--- src/rtl/encoder_pkg.sv ---
// -----------------------------------------------------------------------------
// encoder_pkg
// Shared definitions for the 4-to-2 handshake priority encoder.
//   NUM_LINES - number of request lines (4)
//   IDX_W     - width of the encoded index (2)
//   state_e   - handshake FSM state encoding (IDLE / PRESENT)
//   onehot()  - index -> one-hot mask over NUM_LINES
//   popcount()- number of set bits in a NUM_LINES-wide vector
// -----------------------------------------------------------------------------
package encoder_pkg;

  localparam int NUM_LINES = 4;
  localparam int IDX_W     = 2;

  typedef enum logic {
    IDLE    = 1'b0,
    PRESENT = 1'b1
  } state_e;

  // One-hot mask for a line index; used to clear the pending bit being loaded.
  function automatic logic [NUM_LINES-1:0] onehot(input logic [IDX_W-1:0] idx);
    logic [NUM_LINES-1:0] v;
    v      = '0;
    v[idx] = 1'b1;
    return v;
  endfunction

  // Count of set bits; IDX_W+1 bits holds the full range 0..NUM_LINES.
  function automatic logic [IDX_W:0] popcount(input logic [NUM_LINES-1:0] v);
    logic [IDX_W:0] cnt;
    cnt = '0;
    for (int i = 0; i < NUM_LINES; i++) begin
      cnt = cnt + {{IDX_W{1'b0}}, v[i]};
    end
    return cnt;
  endfunction

endpackage

--- src/rtl/priority_select_4_2.sv ---
// -----------------------------------------------------------------------------
// priority_select_4_2
// Combinational priority select over the registered pending vector.
//   HIGH_FIRST (param) - 1: index 3 wins, 0: index 0 wins
//   pending  in  [3:0] - pending request bits
//   sel      out [1:0] - index of the winning request (0 when none pending)
//   any      out       - at least one request is pending
// -----------------------------------------------------------------------------
module priority_select_4_2
  import encoder_pkg::*;
#(
  parameter bit HIGH_FIRST = 1'b1
) (
  input  logic [NUM_LINES-1:0] pending,
  output logic [IDX_W-1:0]     sel,
  output logic                 any
);

  // NOTE: every output gets a default before the loops so no path leaves it
  // unassigned; otherwise synthesis infers a latch.
  always_comb begin
    sel = '0;
    any = |pending;
    // The last matching line scanned overwrites earlier ones, so the scan
    // direction sets the priority: scan upward when the highest index wins.
    if (HIGH_FIRST) begin
      for (int i = 0; i < NUM_LINES; i++) begin
        if (pending[i]) sel = IDX_W'(i);
      end
    end else begin
      for (int i = NUM_LINES - 1; i >= 0; i--) begin
        if (pending[i]) sel = IDX_W'(i);
      end
    end
  end

endmodule

--- src/rtl/priority_encoder_4_2_handshake.sv ---
// -----------------------------------------------------------------------------
// priority_encoder_4_2_handshake
// Captures events on four request lines into a pending register and presents
// them one at a time as a 2-bit index with a valid/ready handshake.
//   HIGH_FIRST (param)  - 1: index 3 highest priority, 0: index 0 highest
//   EDGE_MODE  (param)  - 1: rising edge sets pending, 0: level sets pending
//   Clock_In            - single clock, rising edge
//   Reset_In            - synchronous active-high reset
//   Data_[0..3]_In      - request lines
//   Ready_In            - consumer accepts the presented index
//   Clear_Overflow_In   - clears the sticky overflow flag
//   Valid_Out           - Encoded_Value_Out is valid
//   Encoded_Value_Out   - index of the presented request
//   Multiple_Out        - another request was pending when this index loaded
//   Overflow_Out        - sticky: an edge arrived on an already-pending line
//   Pending_Out         - pending register (debug view)
// All outputs come straight from flops.
// -----------------------------------------------------------------------------
module priority_encoder_4_2_handshake
  import encoder_pkg::*;
#(
  parameter bit HIGH_FIRST = 1'b1,
  parameter bit EDGE_MODE  = 1'b1
) (
  input  logic             Clock_In,
  input  logic             Reset_In,
  input  logic             Data_0_In,
  input  logic             Data_1_In,
  input  logic             Data_2_In,
  input  logic             Data_3_In,
  input  logic             Ready_In,
  input  logic             Clear_Overflow_In,
  output logic             Valid_Out,
  output logic [IDX_W-1:0] Encoded_Value_Out,
  output logic             Multiple_Out,
  output logic             Overflow_Out,
  output logic [3:0]       Pending_Out
);

  state_e                 state_q, state_d;
  logic [NUM_LINES-1:0]   pending_q, pending_d;
  logic [NUM_LINES-1:0]   prev_q, prev_d;
  logic                   valid_q, valid_d;
  logic [IDX_W-1:0]       enc_q, enc_d;
  logic                   mult_q, mult_d;
  logic                   ovf_q, ovf_d;

  logic [NUM_LINES-1:0]   data_in;
  logic [NUM_LINES-1:0]   ev;
  logic [NUM_LINES-1:0]   clr;
  logic                   load;
  logic                   ovf_set;
  logic [IDX_W-1:0]       sel;
  logic                   any;

  assign data_in = {Data_3_In, Data_2_In, Data_1_In, Data_0_In};

  // Selection sees only the registered pending value, so an event arriving
  // this cycle cannot be presented before it has been captured.
  priority_select_4_2 #(
    .HIGH_FIRST (HIGH_FIRST)
  ) u_select (
    .pending (pending_q),
    .sel     (sel),
    .any     (any)
  );

  // Event detect. prev resets to 0, so a line already high when reset is
  // released yields exactly one event.
  always_comb begin
    prev_d = data_in;
    ev     = EDGE_MODE ? (data_in & ~prev_q) : data_in;
  end

  // Handshake FSM next-state and output staging.
  always_comb begin
    state_d = state_q;
    valid_d = valid_q;
    enc_d   = enc_q;
    mult_d  = mult_q;
    load    = 1'b0;

    case (state_q)
      IDLE: begin
        if (any) load = 1'b1;
      end
      PRESENT: begin
        if (Ready_In) begin
          if (any) begin
            // Reload in the accept cycle: back-to-back with no bubble.
            load = 1'b1;
          end else begin
            // Index is left holding its last value.
            valid_d = 1'b0;
            state_d = IDLE;
          end
        end
      end
      default: state_d = IDLE;
    endcase

    clr = '0;
    if (load) begin
      enc_d   = sel;
      mult_d  = (popcount(pending_q) > (IDX_W + 1)'(1));
      valid_d = 1'b1;
      state_d = PRESENT;
      clr     = onehot(sel);
    end
  end

  // Pending and overflow update. A new event on the bit being cleared keeps
  // it set (set wins), and that case is not an overflow since the old request
  // is leaving the register in the same cycle.
  always_comb begin
    pending_d = (pending_q & ~clr) | ev;
    ovf_set   = EDGE_MODE && (|(ev & pending_q & ~clr));
    ovf_d     = ovf_set | (ovf_q & ~Clear_Overflow_In);
  end

  // NOTE: sequential state uses non-blocking assignments so every flop samples
  // the pre-edge values; blocking here would create order-dependent races.
  always_ff @(posedge Clock_In) begin
    if (Reset_In) begin
      state_q   <= IDLE;
      pending_q <= '0;
      prev_q    <= '0;
      valid_q   <= 1'b0;
      enc_q     <= '0;
      mult_q    <= 1'b0;
      ovf_q     <= 1'b0;
    end else begin
      state_q   <= state_d;
      pending_q <= pending_d;
      prev_q    <= prev_d;
      valid_q   <= valid_d;
      enc_q     <= enc_d;
      mult_q    <= mult_d;
      ovf_q     <= ovf_d;
    end
  end

  assign Valid_Out         = valid_q;
  assign Encoded_Value_Out = enc_q;
  assign Multiple_Out      = mult_q;
  assign Overflow_Out      = ovf_q;
  assign Pending_Out       = pending_q;

endmodule

--- config.mk ---
export PLATFORM = sky130hd
export DESIGN_NAME = priority_encoder_4_2_handshake
export DESIGN_NICKNAME = d
export VERILOG_FILES = /design/src/rtl/encoder_pkg.sv /design/src/rtl/priority_select_4_2.sv /design/src/rtl/priority_encoder_4_2_handshake.sv
export SDC_FILE = /design/constraint.sdc
export NUM_CORES = 1
export LEC_CHECK = 0
export BUFFER_PORTS_ARGS = -buffer_cell sky130_fd_sc_hd__buf_2
export CELL_PAD_IN_SITES_DETAIL_PLACEMENT = 1
export CELL_PAD_IN_SITES_GLOBAL_PLACEMENT = 2
export CORE_MARGIN = 1.5
export CORE_UTILIZATION = 31
export DETAILED_ROUTE_END_ITERATION = 8
export GPL_ROUTABILITY_DRIVEN = 0
export MAX_ROUTING_LAYER = met4
export PLACE_DENSITY = 0.78
export SLEW_MARGIN = 30
export SYNTH_ARGS = -nofsm -noshare
export SYNTH_HDL_FRONTEND = slang
export SYNTH_SLANG_ARGS = --single-unit
--- constraint.sdc ---
create_clock -name Clock_In -period 4.45 [get_ports Clock_In]
set_clock_uncertainty 0.1 [all_clocks]
set_input_delay 0.445 -clock Clock_In [delete_from_list [all_inputs] [get_ports Clock_In]]
set_output_delay 0.445 -clock Clock_In [all_outputs]
set_load 0.05 [all_outputs]
# Yosys cells after proc, flatten, opt, wreduce, memory -nomap -nowiden
# Index checks and enable logic that the tools add are counted.
# totals
regBits,14
in_bits,8
out_inout_bits,9
word_cells,47
# classes
add_sub_neg,3
magnitude_cmp,3
eq_ne,1
n_mux,16
bitwise_logic,11
n_reduce_logical,6
# op_table
operator,n
$and A4 B4 Y4,4
$mux W1,11
$not A4 Y4,2
$reduce_or A4 Y1,2
$mux W2,2
$mux W4,1
$or A4 B4 Y4,1
$reduce_bool A2 Y1,2
$add A2 B1 Y3,1
$add A3 B1 Y3,1
$gt A3 B1 Y1 const B,1
$lt A2 B3 Y1 const B,1
$reduce_and A3 Y1,1
$add A1 B1 Y2,1
$demux W1 S2,1
$ge A2 B1 Y1 const B,1
$ne A2 B2 Y1 const B,1
$not A1 Y1,2
$pmux W1 S2,1
$and A1 B1 Y1,1
$logic_and A1 B1 Y1,1
$or A1 B1 Y1,1

# Depth between registers and ports, before layout
# logic_depth
ltp_word,12
ltp_mapped,5
ltp_nobuf,5

# Hierarchy
# Synthesis repeated with hierarchy kept, for this count alone.
# unflattened
hier_cells,72
area_unflattened_um2,644.4
# by_module_without_submodules
module,n_inst,cells_per_inst,area_each_um2,seq_area_each_um2
priority_encoder_4_2_handshake,1,68,620.6,280.3
priority_select_4_2,1,4,23.8,0.0

# Worst setup path after synthesis
# Ideal clock, no wire load.
# synth_path
path_type,register -> register
start,register pending_q[1] (netlist: Pending_Out[1])
end,register ovf_q (netlist: Overflow_Out)
setup_time_ns,0.134
arrival_time_ns,1.634
t_required_ns,4.216
slack_ns,2.581
stages_incl_launch_ff,6
path_buffers,0
synth_period_minus_slack_ns,1.869
cell_sequence,dfxtp_1 -> inv_1 -> ha_1 -> nand3b_2 -> o2111ai_2 -> a31oi_1
# synth_between
elab_chain_len,12
word_cells_on_any_way,18
cone_classes,2 x order compare; 9 x mux; 4 x bitwise; 3 x reduce/logical
# synth_lines
item,line_no,source
from (decl),priority_encoder_4_2_handshake.sv:41,"logic [NUM_LINES-1:0] pending_q, pending_d;"
from (signal assigned),priority_encoder_4_2_handshake.sv:134,pending_q <= pending_d;
$mux W1,priority_select_4_2.sv:28,if (pending[i]) sel = IDX_W'(i);
$mux W2 (2 in a row),priority_select_4_2.sv:28,
$lt A2 B3 Y1 (implied by the code) / $ge A2 B1 Y1 (equally long branches),encoder_pkg.sv:24,v[idx] = 1'b1;
$logic_and A1 B1 Y1 (implied by the code),encoder_pkg.sv:24,
$mux W1 (implied by the code),encoder_pkg.sv:24,
$demux W1 S2,encoder_pkg.sv:24,
$mux W4,priority_encoder_4_2_handshake.sv:103,if (load) begin
$not A4 Y4,priority_encoder_4_2_handshake.sv:117,ovf_set = EDGE_MODE && (|(ev & pending_q & ~clr));
$and A4 B4 Y4 (*),priority_encoder_4_2_handshake.sv:117,
$reduce_or A4 Y1 (*),priority_encoder_4_2_handshake.sv:117,
$or A1 B1 Y1 (*),priority_encoder_4_2_handshake.sv:118,ovf_d = ovf_set | (ovf_q & ~Clear_Overflow_In);
to (signal assigned),priority_encoder_4_2_handshake.sv:139,ovf_q <= ovf_d;
to (decl),priority_encoder_4_2_handshake.sv:46,"logic ovf_q, ovf_d;"
# Mark *: on every way between the ends. The rest lies on a longest branch, timed or not.
# A chain may end at the register's enable or synchronous reset.

# Final worst setup path
# Same ends and word-level chain as after synthesis.

==> results by stage <==
Yosys:
- After synthesis, the most frequently instantiated cells are 14 x sky130_fd_sc_hd__dfxtp_1, 6 x sky130_fd_sc_hd__a21oi_1, 5 x sky130_fd_sc_hd__inv_1, 5 x sky130_fd_sc_hd__nor2b_1.
- The synthesized net count is 71.
- Among all cell types in the netlist, the one instantiated most often is sky130_fd_sc_hd__dfxtp_1.
- The register area share after synthesis is 47.2%.
- In the synthesized netlist the async set-or-reset flop fraction comes to 0%.
- In this run, synthesis inferred 0 flip-flops with an integrated enable.
- The cell area that synthesis handed to floorplanning was 594 µm².
- The library cell with the largest summed area after synthesis is sky130_fd_sc_hd__dfxtp_1.
- Yosys printed 0 warnings.
- The leading register cell type out of synthesis is sky130_fd_sc_hd__dfxtp_1.
- The synthesized instance count is 61.
- The distinct cell type count after synthesis is 24.
- The share of the synthesized area in the top cell type is 47.2%.
- By area the synthesized netlist is led by sky130_fd_sc_hd__dfxtp_1 47%, sky130_fd_sc_hd__nor2b_1 5.3%, sky130_fd_sc_hd__a21oi_1 5.1%, sky130_fd_sc_hd__nand2b_1 4.2%, sky130_fd_sc_hd__fa_1 3.4%.
- The total of flip-flops plus latches after synthesis is 14.
- The average footprint of a synthesized cell is 9.74 µm².

Floorplan:
- In this run the horizontal extent of the chip is 46.8 µm.
- The initial utilization of the core area, before any placement, comes to 33.7%.
- In this run the count of I/O pins placed on the die edge is 17.
- The placement row count is 15.
- The floorplan step defined a die boundary enclosing 0.00219 mm².
- Measured along the y axis, the die boundary spans 46.8 µm.
- The core outline area is 0.00176 mm².

Run:
- The number of maximum-capacitance violations is 0.

CTS:
- Post-CTS repair changed the size of 0 cells.
- For the worst-skew pair, the clock arrives at the later sink with an insertion delay of 0.28 ns.
- The setup fix buffers added after clock tree synthesis is 0.
- CTS placed an instance of sky130_fd_sc_hd__clkbuf_4 at the clock tree root.
- The clock transition at the registers of the reported paths is 0.09 ns.
- The H-tree depth is 1.
- For this design, the sink count on the clock tree is 14.
- Counting the buffers created by CTS gives 3.
- The TritonCTS clock tree is built.
- The maximum clock path buffer count is 2.
- The number of hold buffers added after CTS was 0.

Layout:
- The layout overhead on the synthesized area is 24.2%.
- 0 antenna diodes ended up in the layout.
- The share of cells above drive strength 1 is 35.0%.
- The fill cell instance count of the final layout is 226.
- The summed area of non-filler cells in the final layout is 738 µm².
- The count of nets after finishing is 91.

Setup path:
- The depth of the most critical reg-to-reg path is 5.
- STA classifies the critical path startpoint as a flip-flop.
- The arrival time at the worst endpoint is 1.68 ns.
- Along the worst path, the maximum fanout reaches 7.
- The kind of end point of the critical path is a flip-flop.
- Together, buffers and inverters on the worst path number 1.
- The kind of cell adding the most delay to the critical path is flip-flops.
- In this design, the stage delay of the slowest critical-path cell is 0.46 ns.
- The cell at the slowest stage of the critical path is sky130_fd_sc_hd__dfxtp_1.
- Data on the critical path is required at its endpoint by 4.51 ns.
- The reg-to-reg startpoint is Pending_Out[1].
- Traced cell by cell, the critical path runs through inv_1 > ha_1 > nand3b_2 > o2111ai_2 > a31oi_1.
- The critical path is of the flip-flop to flip-flop type.
- In this run the worst setup path begins at Pending_Out[1].
- The logic depth of the worst path, buffers included is 5.

Timing:
- The count of endpoints failing setup in the final report is 0.
- The number of endpoints with negative hold slack in the final report is 0.
- For the pin with the worst max-slew slack, the measured transition is 0.287 ns.
- The relative slew slack is 80.9%.
- The final period utilization is 36.4%.
- The highest achievable clock rate is 618 MHz.
- Setup repair after global routing left no endpoint under its margin.
- The final number of max-transition violations is 0.
- The worst path needs 1.62 ns of the cycle, external delays included.
- Adding up every negative setup slack in the final design gives 0 ns.

Placement:
- During placement, the flow inserted port buffers numbering 16.
- The HPWL after detailed placement is 918 µm.
- The placement-stage cell area is 702 µm².

GRT:
- Global routing finished with a remaining overflow of 0.
- In the global route stage, overall resource usage came out at 14.3%.
- The first global-routing pass estimated 2040 µm of wire.
- The via count of the first global-routing pass is 493.
- The maximum number of pins on one net before global-route repair is 15.
- The number of antenna violations at the first check in global routing came to 0.

Route:
- The detailed router's first-iteration violation count is 4.
- Using the TritonRoute via totals, the vias-per-cell ratio works out to 4.71.
- The via count of the routed design is 495.
- The count of unresolved DRC violations after routing is 0.
- The length of the first detailed-routing pass in iterations is 3.
- Dividing the detail-routed wire length by the instance count gives 11.7 µm.
- The detailed-route wire length is 1230 µm.
- The antenna violation net count after detailed routing is 0.

Run status:
- The run finished with clean final reports.

Power and ir drop:
- For this design the static power due to leakage is 0.312 nW.
- For this design the ratio of total power to cell area is 416 mW/mm².
- The peak ir drop on the vdd network is 156 µV.
- The overall power is 0.307 mW.

Min path:
- The min-delay analysis places its worst path in the category input port to flip-flop.
- The worst hold path passes through 2 cells.
- The critical hold path startpoint is Data_1_In.
-- cell families (layout without fill, tap and decap cells) --
group / count (synthesis) / after routing / synth area share [%]
compound gates: 18 / 18 / 20.6
fa+ha+maj: 2 / 2 / 5.47
buf+inv: 6 / 25 / 3.79
flops: 14 / 14 / 47.2
mux: 1 / 1 / 1.68
simple gates: 20 / 20 / 21.3
-- placed cells by master, fill, tap and decap left out --
master and instances:
sky130_fd_sc_hd__a21oi_1 6, sky130_fd_sc_hd__mux2i_1 1, sky130_fd_sc_hd__o21ai_1 2, sky130_fd_sc_hd__a21oi_2 1, sky130_fd_sc_hd__nor2b_4 1, sky130_fd_sc_hd__nand4_1 1, sky130_fd_sc_hd__buf_2 16, sky130_fd_sc_hd__fa_1 1
sky130_fd_sc_hd__a31oi_1 2, sky130_fd_sc_hd__nor2b_1 5, sky130_fd_sc_hd__a311oi_2 1, sky130_fd_sc_hd__clkbuf_4 3, sky130_fd_sc_hd__dfxtp_1 14, sky130_fd_sc_hd__nor2_1 3, sky130_fd_sc_hd__nand3_1 1, sky130_fd_sc_hd__ha_1 1
sky130_fd_sc_hd__nand2b_1 4, sky130_fd_sc_hd__o2111ai_2 1, sky130_fd_sc_hd__nor2_2 2, sky130_fd_sc_hd__nand2_1 1, sky130_fd_sc_hd__nand3b_2 1, sky130_fd_sc_hd__nand2_2 1, sky130_fd_sc_hd__inv_1 5, sky130_fd_sc_hd__clkbuf_8 1
sky130_fd_sc_hd__o221a_1 1, sky130_fd_sc_hd__o21ai_0 4
-- stage by stage --
step           worst slack [ns]  hold WS (ns)  instances  util (%)
6_report                   2.83         0.282        105      41.8
5_1_grt                    2.69         0.275        105      41.8
4_1_cts                    2.82         0.273        105      41.8
3_5_place_dp               2.84         0.382        101      39.8
3_3_place_gp               2.92         0.362        101      39.8
2_1_floorplan              2.58         0.376         61         -
-- cell type report --
type                            instances  area [µm²]  area share (%)
Multi-Input combinational cell         41         292            39.5
Sequential cell                        14         280            38.0
Timing Repair Buffer                   16        80.1            10.8
Clock buffer                            4        36.3            4.92
Tap cell                               25        31.3            4.24
Inverter                                5        18.8            2.54
-- power by group --
part           leakage, nW  internal [mW]  switching [mW]  total (mW)
registers            0.116          0.136         0.00726       0.143
clock network       0.0210         0.0497          0.0428      0.0925
logic                0.175         0.0224          0.0496      0.0719
total                0.312          0.208          0.0996       0.307
-- worst paths after layout --
kind / slack [ns] / end
max: 2.83 / Overflow_Out
min: 0.28 / prev_q[1]
max reg2reg: 2.83 / Overflow_Out
min reg2reg: 0.40 / Encoded_Value_Out[1]
-- routing by layer --
layer,share of wire [%],up-vias,GRT usage (%)
met2,46,12,21.9
met3,5.4,2,3.46
met5,0,-,-
met1,47,235,16.8
met4,1.1,0,8.33
li1,-,246,-
-- flip-flops by register name (all words and copies together), names as in the netlist --
| name | count |
|---|---|
| prev_q | 4 |
| Pending_Out | 4 |
| Overflow_Out | 1 |
| Valid_Out | 1 |
| Multiple_Out | 1 |
| state_q | 1 |
| Encoded_Value_Out | 2 |
Note: power is estimated with default switching activity, not from simulation.
